$ cat src/rtl/dcache_fill_controller.sv
// dcache_fill_controller: M-stage miss sequencer; dirty-victim write-back then word-by-word refill over AHB.
module dcache_fill_controller #(
  parameter int blocksize = 4
) (
  input  logic                         clk,
  input  logic                         reset,
  input  logic                         MemRE,
  input  logic                         MemWE,
  input  logic                         Hit,
  input  logic                         Dirty,
  input  logic                         BusReady,
  output logic                         Stall,
  output logic                         HRequest,
  output logic                         HWrite,
  output logic [1:0]                   AddrSel,
  output logic [$clog2(blocksize)-1:0] Counter,
  output logic                         BlockWE,
  output logic                         CacheWE,
  output logic                         SetValid,
  output logic                         SetDirty,
  output logic                         DirtyVal
);
  localparam int LG = $clog2(blocksize);
  typedef enum logic [1:0] {READY, WRITEBACK, FILL} state_t;
  state_t state, next;
  logic [LG-1:0] count_next;
  logic miss, last;
  assign miss = (MemRE | MemWE) & ~Hit;
  assign last = BusReady && Counter == LG'(blocksize - 1);
  always_ff @(posedge clk or negedge reset) begin
    if (!reset) begin
      state   <= READY;
      Counter <= '0;
    end else begin
      state   <= next;
      Counter <= count_next;
    end
  end
  // Counter wraps to 0 naturally on the last beat because blocksize is a power of 2.
  always_comb begin
    next = state;
    count_next = Counter;
    Stall = 1'b0;
    HRequest = 1'b0;
    HWrite = 1'b0;
    AddrSel = 2'b00;
    BlockWE = 1'b0;
    CacheWE = 1'b0;
    SetValid = 1'b0;
    SetDirty = 1'b0;
    DirtyVal = 1'b0;
    case (state)
      READY: begin
        if (miss) begin
          Stall = 1'b1;
          next = Dirty ? WRITEBACK : FILL;
          count_next = '0;
        end else if (MemWE) begin
          CacheWE = 1'b1;
          SetDirty = 1'b1;
          DirtyVal = 1'b1;
        end
      end
      WRITEBACK: begin
        Stall = 1'b1;
        HRequest = 1'b1;
        HWrite = 1'b1;
        AddrSel = 2'b01;
        count_next = BusReady ? Counter + LG'(1) : Counter;
        next = last ? FILL : WRITEBACK;
      end
      FILL: begin
        Stall = 1'b1;
        HRequest = 1'b1;
        AddrSel = 2'b10;
        BlockWE = 1'b1;
        CacheWE = BusReady;
        count_next = BusReady ? Counter + LG'(1) : Counter;
        SetValid = last;
        SetDirty = last;
        DirtyVal = last & MemWE;
        next = last ? READY : FILL;
      end
      default: begin
        next = READY;
        count_next = '0;
      end
    endcase
  end
endmodule
$ cat config.mk
export PLATFORM = sky130hd
export DESIGN_NAME = dcache_fill_controller
export DESIGN_NICKNAME = d
export VERILOG_FILES = /design/src/rtl/dcache_fill_controller.sv
export SDC_FILE = /design/constraint.sdc
export NUM_CORES = 1
export LEC_CHECK = 0
export BUFFER_PORTS_ARGS = -buffer_cell sky130_fd_sc_hd__buf_4
export CAP_MARGIN = 25
export CORE_AREA = 10 10 47 49
export CTS_CLUSTER_SIZE = 24
export DETAILED_ROUTE_END_ITERATION = 8
export DIE_AREA = 0 0 57 59
export HOLD_SLACK_MARGIN = 0.02
export PLACE_DENSITY_LB_ADDON = 0.15
export REMOVE_ABC_BUFFERS = 1
export SETUP_SLACK_MARGIN = 0.3
export SKIP_CTS_REPAIR_TIMING = 1
export SYNTH_ARGS = -nofsm -noshare
export SYNTH_HDL_FRONTEND = slang
export SYNTH_SLANG_ARGS = --single-unit
$ cat constraint.sdc
create_clock -name clk -period 1.8 [get_ports clk]
set_input_delay 0.54 -clock clk [delete_from_list [all_inputs] [get_ports clk]]
set_output_delay 0.54 -clock clk [all_outputs]
set_load 0.03 [all_outputs]
==> results.md, run 1 <==
- Final ANT Viol Nets: 0
- Detailed router's first-iteration violation count: 2
- Final hold viol count: 0
- Yosys top cell by area: dfrtp_1
- Critical path class: register to output pin
- Setup Skew: between 0.7 and 0.8 ps
- Place WS: roughly 27 ps
- Core area: between 1000 and 1500 sq um
- Final Max Tran Viols: 0
- Cells after DPL: 83
- Hold crit path type: input port to async pin
- H-tree depth: 1
- Total of max-cap violations: 0
- Die width: 57 microns
- Nets: around 90
- Io pins: 19
- Final period util: 103.6%
- Layout cell share with drive strength beyond 1: a little over two thirds
- FILL cells: around 130
- Sequential Area: 101.3 sq um
- Global Route Usage Sum: 7.081%
- Layout area overhead: 94.92%
- Global-route wire length before repair: between 1500 and 2000 microns
- Smallest hold slack: 97.02 ps
- CP Capture Type: output pin
- Die Area: roughly 3400 sq um
- Clock Tree Buf Depth: 2
- Crit-path max FO: 5
- CTS Buf Count: 3
- Initial antenna violation count: 0
- Dominant synthesized flop cell: dfrtp_1
- DR vias: 428
- Clk_lat worst skew: between 200 and 250 ps
- Post-synth EDFFs: 0
- Clk sinks: 4
- Achievable Freq: 0.5364 GHz
- Post-synth top cells: 7 x nand2_1, 7 x nand3_1, 5 x ha_1, 5 x inv_1, 4 x dfrtp_1
- Setup-failing EPs final: 2
- Yosys reg bits: 4
- Cell variety after synth: 19
- Placer congestion estimate: between 0.7 and 0.8
- Total Neg Setup Slack: -75.61 ps
- Pre-Repair DR Iteration Count: 4
- Sequential element share of the synthesized area: about a quarter
- Largest net degree at the start of global routing: 8
- Clk slew on worst S/H paths: around 30 ps
- Initial Utilization: between 20 and 30%
- P per Cell Area: 1926 nW/um^2
- CTS root buffer: clkbuf_4
- Area of the multi-input gates: about 330 sq um
- Final instance count without filler cells: ~90
- Peak supply drop: 0.9512 mV
- Avg Inst Size Synth: roughly 9 sq um
- CTS tree: done
- Post-synth ARST share: between 90% and 100%
- Port Buf Inserts: 18
- Failing checks: setup timing
- Antenna Cells: 0
- Die Height: a little under 60 microns
- Post-synth top area share: 25.40%
- Vias per cell: between 4 and 5
- Worst-Margin Slew: 248.3 ps
- Mapped Area: between 300 and 400 sq um
- CP Data Arrival Time: ~1300 ps
- Area contributors post-synth: dfrtp_1 25%, ha_1 16%, nand3_1 8.9%
- Final WL: around 1200 microns
- RSZ-0062 raised after global routing: true
- Final worst-path setup slack: -64.29 ps
- Yosys warns: 0
- Row count: 14
- Pleak: about 0.36 nW
- Vias in the first global route: 429
- Residual DRC: 0
- Synth Instances: 45
- Avg WL per Cell: between 10 and 15 microns
- Period minus WS final: 1864 ps
- Outcome: finished with violations
- Final total power: around 0.0015 W
- Worst slew margin: a little over four fifths
- Type of origin of the critical path: register
- Overflow after GRT: 0
- Detailed Place HPWL: about 940 microns
- CP required: 1260 ps
==> worst max-delay path: stages, from the launching register on <==
cell and delay, ps:
dfrtp_2 430, inv_2 100, ha_4 170, inv_2 50, nor2_4 80, o21ba_4 150, buf_6 120
==> state kept, by name, summed over array words and instances, names as in the netlist <==
| name | cells |
|---|---|
| state | 2 |
| Counter | 2 |
==> layout make-up <==
class	instances	area share, %
Clock buffer	3	2.932
Inverter	5	2.443
Sequential cell	4	13.19
Tap cell	16	2.606
Timing Repair Buffer	30	36.16
Multi-Input combinational cell	33	42.67
==> per-layer routing <==
metal	vias to the layer above	part of all wire [%]	track usage, %
li1	218	-	-
met1	195	42	7.590
met2	15	48	11.32
met3	0	9.9	2.575
met4	0	0	5.034
met5	-	0	0
==> power by group <==
part | switching, W | internal, W | leakage, nW
sequential | 0.0000378 | 0.000127 | 0.0506
clock | 0.0000312 | 0.0000742 | 0.0138
combinational | 0.000594 | 0.000615 | 0.296
total | 0.000663 | 0.000816 | 0.361
==> final timing paths <==
kind                            slack [ps]          to  cells after the start       start
worst min register to register         570  Counter[1]                      2  Counter[1]
max in group asynchronous             1600    state[1]                      1       reset
min in group clk                       570  Counter[1]                      2  Counter[1]
worst min-delay path                   100    state[0]                      1       reset
worst max-delay path                   -60       Stall                      6    state[1]
worst max register to register         330    state[1]                      6    state[0]
==> cells by family (layout without fill, tap and decap cells) <==
kind of cell    Yosys count  in the layout  share of synthesized area [%]
compound gates            9              9                          25.08
fa+ha+maj                 5              5                          15.87
simple gates             19             19                          23.81
buf+inv                   8             38                          9.839
flops                     4              4                          25.40
==> through the flow <==
step / cell area, sq um / util (%)
5_1_grt: 768.2 / 54.82
2_1_floorplan: 374.1 / -
3_5_place_dp: 581.8 / 41.52
6_report: 768.2 / 54.82
4_1_cts: 604.3 / 43.13
3_3_place_gp: 581.8 / 41.52
==> cell usage in the layout, fill, tap and decap left out, drive strengths merged <==
cell / netlist / final
buf: 3 / 30
nand2: 7 / 7
nand3: 7 / 7
inv: 5 / 5
ha: 5 / 5
dfrtp: 4 / 4
clkbuf: 0 / 3
o31ai: 2 / 2
o211ai: 2 / 2
a21boi: 1 / 1
o21bai: 1 / 1
nor2: 1 / 1
o21ba: 1 / 1
and3: 1 / 1
a221oi: 1 / 1
and2: 1 / 1
a22oi: 1 / 1
nand3b: 1 / 1
nor2b: 1 / 1
Note: power is estimated with default switching activity, not from simulation.
==> inputs of run 2 (changes only) <==
--- a/config.mk
+++ b/config.mk
@@ -7,12 +7,12 @@
 export LEC_CHECK = 0
 export BUFFER_PORTS_ARGS = -buffer_cell sky130_fd_sc_hd__buf_4
 export CAP_MARGIN = 25
-export CORE_AREA = 10 10 47 49
+export CORE_AREA = 4 4 41 43
 export CTS_CLUSTER_SIZE = 24
 export DETAILED_ROUTE_END_ITERATION = 8
-export DIE_AREA = 0 0 57 59
+export DIE_AREA = 0 0 45 47
 export HOLD_SLACK_MARGIN = 0.02
-export PLACE_DENSITY_LB_ADDON = 0.15
+export PLACE_DENSITY = 0.58
 export REMOVE_ABC_BUFFERS = 1
 export SETUP_SLACK_MARGIN = 0.3
 export SKIP_CTS_REPAIR_TIMING = 1
==> results.md, run 2 (synthesis results as in run 1) <==
- Outcome: finished with violations
- Failing checks: setup timing
- Place WS: -19.90 ps (-47.19 ps)
- RSZ-0062 raised after global routing: true
- CTS Buf Count: 3 (unchanged)
- CTS root buffer: clkbuf_4
- Initial Utilization: 30.29% (+2.2 points)
- R2R cell count: 6 (unchanged)
- Setup Skew: 0.3923 ps (-0.3915 ps)
- Commonest non-fill, non-tap cell in the layout: buf_4
- Residual DRC: 0 (unchanged)
- Overflow after GRT: 0 (unchanged)
- Worst R2R Start: state[1]
- Initial antenna violation count: 0 (unchanged)
- Clk sinks: 4 (unchanged)
- Worst slew margin: 84.72% (+1.3 points)
- Detailed router's first-iteration violation count: 2 (unchanged)
- Global-route wire length before repair: 1476 microns (-22%)
- Final hold viol count: 0 (unchanged)
- Die width: 45 microns (-21%)
- Hold crit path type: input port to async pin
- Row count: 13 (-1)
- Core area: 1301 sq um (-7.1%)
- Pleak: 0.3292 nW (-8.8%)
- Worst path cell trace: inv_2 -> ha_4 -> inv_2 -> nor2_2 -> o21ba_2 -> buf_6
- P per Cell Area: 1983 nW/um^2 (+3.0%)
- Final ANT Viol Nets: 0 (unchanged)
- Type of origin of the critical path: register
- Critical Path Sink: Stall
- Final WL: 1003 microns (-14%)
- Total of max-cap violations: 0 (unchanged)
- CP Capture Type: output pin
- Antenna Cells: 0 (unchanged)
- Crit-path max FO: 5 (unchanged)
- Achievable Freq: 0.5296 GHz (-1.3%)
- Layout area overhead: 77.14%
- Die Height: 47 microns (-20%)
- Die Area: 2115 sq um (-37%)
- Slowest stage delay, CP: 420 ps (about the same)
- DR vias: 403 (-5.8%)
- Vias per cell: 4.741 (+0.81%)
- CP required: 1260 ps (about the same)
- Nets: 84 (-5.6%)
- Placer congestion estimate: 0.7118 (-11%)
- Largest net degree at the start of global routing: 8 (unchanged)
- R2r endpoint: state[1]
- Detailed Place HPWL: 770.2 microns (-18%)
- Clk slew on worst S/H paths: 30 ps (about the same)
- Final period util: 104.9% (+1.3 points)
- Global Route Usage Sum: 9.524% (+2.4 points)
- Clock Tree Buf Depth: 2 (unchanged)
- Critical path class: register to output pin
- Clk_lat worst skew: 230 ps (about the same)
- H-tree depth: 1 (unchanged)
- CTS tree: done
- Slowest-stage cell, CP: dfrtp_1
- Port Buf Inserts: 18 (unchanged)
- Vias in the first global route: 380 (-11%)
- Setup-failing EPs final: 4 (+2)
- R2R setup slack: 350 ps (+20 ps)
- Final Max Tran Viols: 0 (unchanged)
- Most frequent cells in the layout: 14 x buf_4, 11 x buf_6, 6 x nand3_1, 5 x nand2_1, 4 x inv_2
- Pre-Repair DR Iteration Count: 2 (-2)
- Io pins: 19 (unchanged)
- Largest registers: Counter: 2 flops, state: 2 flops
- Final worst-path setup slack: -88.39 ps (-24.10 ps)
- Period minus WS final: 1888 ps (+24.10 ps)
- Setup crit start: state[0]
- Avg WL per Cell: 11.80 microns (-8.5%)
- CP Data Arrival Time: 1350 ps (+30 ps)
- Final total power: 0.001384 W (-6.4%)
- Worst-Margin Slew: 229.2 ps (-19.18 ps)
- Peak supply drop: 0.9142 mV (-3.9%)
- Layout cell share with drive strength beyond 1: 68.57% (-0.76 points)
- Most used cell, CP: inv_2
[run 2: where the power goes]
part / internal, W / switching (W) / total, W
combinational: 0.000548 / 0.000554 / 0.00110
clock: 0.0000742 / 0.0000315 / 0.000106
sequential: 0.000128 / 0.0000477 / 0.000176
total: 0.000751 / 0.000633 / 0.00138
[run 2: worst min-delay path by stage]
stage | from | end | slack, ps | depth (start not counted)
3_5_place_dp | reset | state[1] | 340 | 1
3_3_place_gp | reset | state[1] | 340 | 1
4_1_cts | reset | state[1] | 90 | 1
6_report | reset | state[0] | 100 | 1
5_1_grt | reset | state[0] | 90 | 1
2_1_floorplan | reset | Counter[0] | 240 | 0
[run 2: cell type report]
| type | count | area [sq um] |
|---|---|---|
| fill | 125 | 603.1 |
| timing repair buffer | 25 | 229.0 |
| tap | 15 | 18.77 |
| sequential | 4 | 102.6 |
| inverter | 5 | 18.77 |
| clock buffer | 3 | 22.52 |
| multi-input combinational | 33 | 306.5 |
[run 2: per-stage QoR]
stage	hold WS, ps	cell area (sq um)	setup TNS [ps]	util, %	instances
3_3_place_gp	335.8	558.0	-2.388	42.88	79
3_5_place_dp	335.3	558.0	-19.90	42.88	79
4_1_cts	86.93	580.6	-647.3	44.62	82
2_1_floorplan	244.4	374.1	-1408	-	42
6_report	97.81	698.2	-199.0	53.65	85
5_1_grt	85.35	698.2	-487.0	53.65	85
[run 2: critical path: cells and delay by family (launching register included)]
kind,cells,cell delay (ps)
compound gates,1,220
fa+ha+maj,1,180
buf+inv,3,270
flops,1,420
simple gates,1,30
[run 2: routing by layer]
| metal | wire length (microns) | vias up | global-route usage (%) |
|---|---|---|---|
| met4 | 0 | 0 | 7.602 |
| met2 | 520 | 9 | 15.54 |
| met1 | 422 | 188 | 11.52 |
| met3 | 60 | 0 | 0.7663 |
| met5 | 0 | - | 0 |
| li1 | - | 206 | - |
==> inputs of run 3 (changes only) <==
--- a/config.mk
+++ b/config.mk
@@ -5,6 +5,7 @@
 export SDC_FILE = /design/constraint.sdc
 export NUM_CORES = 1
 export LEC_CHECK = 0
+export ABC_AREA = 1
 export BUFFER_PORTS_ARGS = -buffer_cell sky130_fd_sc_hd__buf_4
 export CAP_MARGIN = 25
 export CORE_AREA = 4 4 41 43
@@ -12,7 +13,7 @@
 export DETAILED_ROUTE_END_ITERATION = 8
 export DIE_AREA = 0 0 45 47
 export HOLD_SLACK_MARGIN = 0.02
-export PLACE_DENSITY = 0.58
+export PLACE_DENSITY = 0.57
 export REMOVE_ABC_BUFFERS = 1
 export SETUP_SLACK_MARGIN = 0.3
 export SKIP_CTS_REPAIR_TIMING = 1
==> results.md, run 3 <==
- Outcome: finished with violations
- Failing checks: setup timing
- Initial antenna violation count: 0 (unchanged)
- Total of max-cap violations: 0 (unchanged)
- Post-synth EDFFs: 0 (unchanged)
- Antenna Cells: 0 (unchanged)
- Slowest-stage cell, CP: dfrtp_1
- Clk slew on worst S/H paths: 40 ps (about the same)
- Smallest hold slack: 99.85 ps (+2.034 ps)
- Final WL: 1089 microns (+8.6%)
- Final worst-path setup slack: -22.06 ps (+66.33 ps)
- Cell variety after synth: 11 (-8)
- Commonest non-fill, non-tap cell in the layout: buf_4
- Core area: 1301 sq um (unchanged)
- Worst-Margin Slew: 209.3 ps (-19.90 ps)
- CTS tree: done
- CP Data Arrival Time: 1280 ps (-70 ps)
- Peak supply drop: 0.9080 mV (-0.68%)
- Vias per cell: 4.480 (-5.5%)
- Final instance area: 724.4 sq um (+3.8%)
- Count leader, synth: nand2_1
- Hold crit path type: input port to async pin
- Nets: 97 (+15%)
- Final period util: 101.2% (-3.7 points)
- Residual DRC: 0 (unchanged)
- R2R setup slack: 470 ps (+120 ps)
- Global Route Usage Sum: 10.29% (+0.77 points)
- Port Buf Inserts: 18 (unchanged)
- Slowest stage delay, CP: 400 ps (-20 ps)
- Clock Tree Buf Depth: 2 (unchanged)
- Final ANT Viol Nets: 0 (unchanged)
- Sequential Area: 102.6 sq um (unchanged)
- Detailed router's first-iteration violation count: 1 (-1)
- Yosys top cell by area: dfrtp_1
- Initial Utilization: 28.75% (-1.5 points)
- Sequential element share of the synthesized area: 26.76% (+1.4 points)
- RSZ-0062 raised after global routing: true
- CP top delay family: flip-flops
- Row count: 13 (unchanged)
- Mapped Area: 374.1 sq um (-5.1%)
- CP Capture Type: output pin
- Setup crit start: state[0]
- Area contributors post-synth: dfrtp_1 27%, ha_1 17%, nand2_1 15%
- R2R cell count: 8 (+2)
- Die width: 45 microns (unchanged)
- CTS root buffer: clkbuf_4
- Avg WL per Cell: 11.11 microns (-5.8%)
- Achievable Freq: 0.5488 GHz (+3.6%)
- Dominant synthesized flop cell: dfrtp_1
- Most frequent cells in the layout: 15 x buf_4, 14 x nand2_1, 11 x buf_6, 9 x nand3_1, 5 x inv_1
- Yosys reg bits: 4 (unchanged)
- Final Max Tran Viols: 0 (unchanged)
- Die Area: 2115 sq um (unchanged)
- Buffer and inverter count on the worst path: 3 (unchanged)
- CTS Buf Count: 3 (unchanged)
- H-tree depth: 1 (unchanged)
- Worst path cell trace: inv_2 -> ha_4 -> inv_4 -> a21oi_2 -> buf_6
- Pleak: 0.3691 nW (+12%)
- Layout area overhead: 93.65%
- Post-synth ARST share: 100.0% (unchanged)
- Routed wl met3: 42 microns (-30%)
- Crit-path max FO: 4 (-1)
- Pre-Repair DR Iteration Count: 2 (unchanged)
- Clk sinks: 4 (unchanged)
- Final total power: 0.001502 W (+8.5%)
- Period minus WS final: 1822 ps (-66.33 ps)
- Placer congestion estimate: 0.7265 (+2.1%)
- Largest net degree at the start of global routing: 6 (-2)
- Total Neg Setup Slack: -22.06 ps (+176.9 ps)
- WL met2: 586 microns (+13%)
- FILL cells: 129 (+3.2%)
- Setup Skew: 1.988 ps (+1.596 ps)
- Setup-failing EPs final: 1 (-3)
- Avg Inst Size Synth: 6.681 sq um (-24%)
- WP depth: 5 (-1)
- Critical path class: register to output pin
- Final hold viol count: 0 (unchanged)
- Post-synth top cells: 15 x nand2_1, 10 x nand3_1, 9 x inv_1
- Yosys warns: 0 (unchanged)
- Io pins: 19 (unchanged)
- DR vias: 439 (+8.9%)
- Synth Instances: 56 (+24%)
- Post-synth top area share: 26.76% (+1.4 points)
- Global-route wire length before repair: 1587 microns (+7.5%)
- Worst R2R Start: state[0]
- Largest registers: Counter: 2 flops, state: 2 flops
- Clk_lat worst skew: 230 ps (about the same)
- Detailed Place HPWL: 801.2 microns (+4.0%)
- Wl on met1: 461 microns (+9.2%)
- Overflow after GRT: 0 (unchanged)
- Type of origin of the critical path: register
- Vias in the first global route: 391 (+2.9%)
- Layout cell share with drive strength beyond 1: 57.83% (-11 points)
- CP required: 1260 ps (about the same)
- Area of the multi-input gates: 305.3 sq um (-0.41%)
- Critical Path Sink: Stall
- Die Height: 47 microns (unchanged)
- Top sig layer: met3
- Placed Area: 535.5 sq um (-4.0%)
- Worst slew margin: 86.05% (+1.3 points)
- P per Cell Area: 2073 nW/um^2 (+4.5%)
- R2r endpoint: Counter[0]
[run 3: how the worst min path moves through the flow]
stage | to | slack [ps] | from
6_report | Counter[0] | 100 | reset
4_1_cts | Counter[0] | 90 | reset
3_5_place_dp | state[1] | 340 | reset
5_1_grt | Counter[0] | 90 | reset
2_1_floorplan | Counter[0] | 240 | reset
3_3_place_gp | state[1] | 340 | reset
[run 3: power by group]
group / switching (W) / total (W) / internal (W)
sequential: 0.0000469 / 0.000180 / 0.000133
clock: 0.0000307 / 0.000105 / 0.0000742
combinational: 0.000647 / 0.00122 / 0.000570
[run 3: final cells by class]
class / count / share of cell area (%)
Tap cell: 15 / 2.591
Multi-Input combinational cell: 41 / 42.14
Timing Repair Buffer: 26 / 32.64
Sequential cell: 4 / 14.16
Inverter: 9 / 5.354
Clock buffer: 3 / 3.109
[run 3: cell families (layout without fill, tap and decap cells)]
| family | count (synthesis) | count (layout) | synth area share [%] |
|---|---|---|---|
| AO/OA/AOI/OAI | 5 | 5 | 7.690 |
| adder cells (fa/ha/maj) | 5 | 5 | 16.72 |
| buffers and inverters | 11 | 38 | 13.04 |
| flip-flops | 4 | 4 | 26.76 |
| AND/OR/NAND/NOR | 31 | 31 | 35.78 |
[run 3: stage by stage]
stage | utilization, % | instances | worst slack (ps)
floorplan | - | 54 | -643.2
global placement | 41.15 | 90 | 138.9
detailed placement | 41.15 | 90 | 155.1
CTS | 42.88 | 93 | -91.37
global route | 55.67 | 98 | -81.58
finish | 55.67 | 98 | -22.06
[run 3: layer usage]
metal	up-vias	GRT usage, %
li1	230	-
met1	203	12.36
met2	6	17.23
met3	0	3.448
met4	0	3.509
met5	-	0
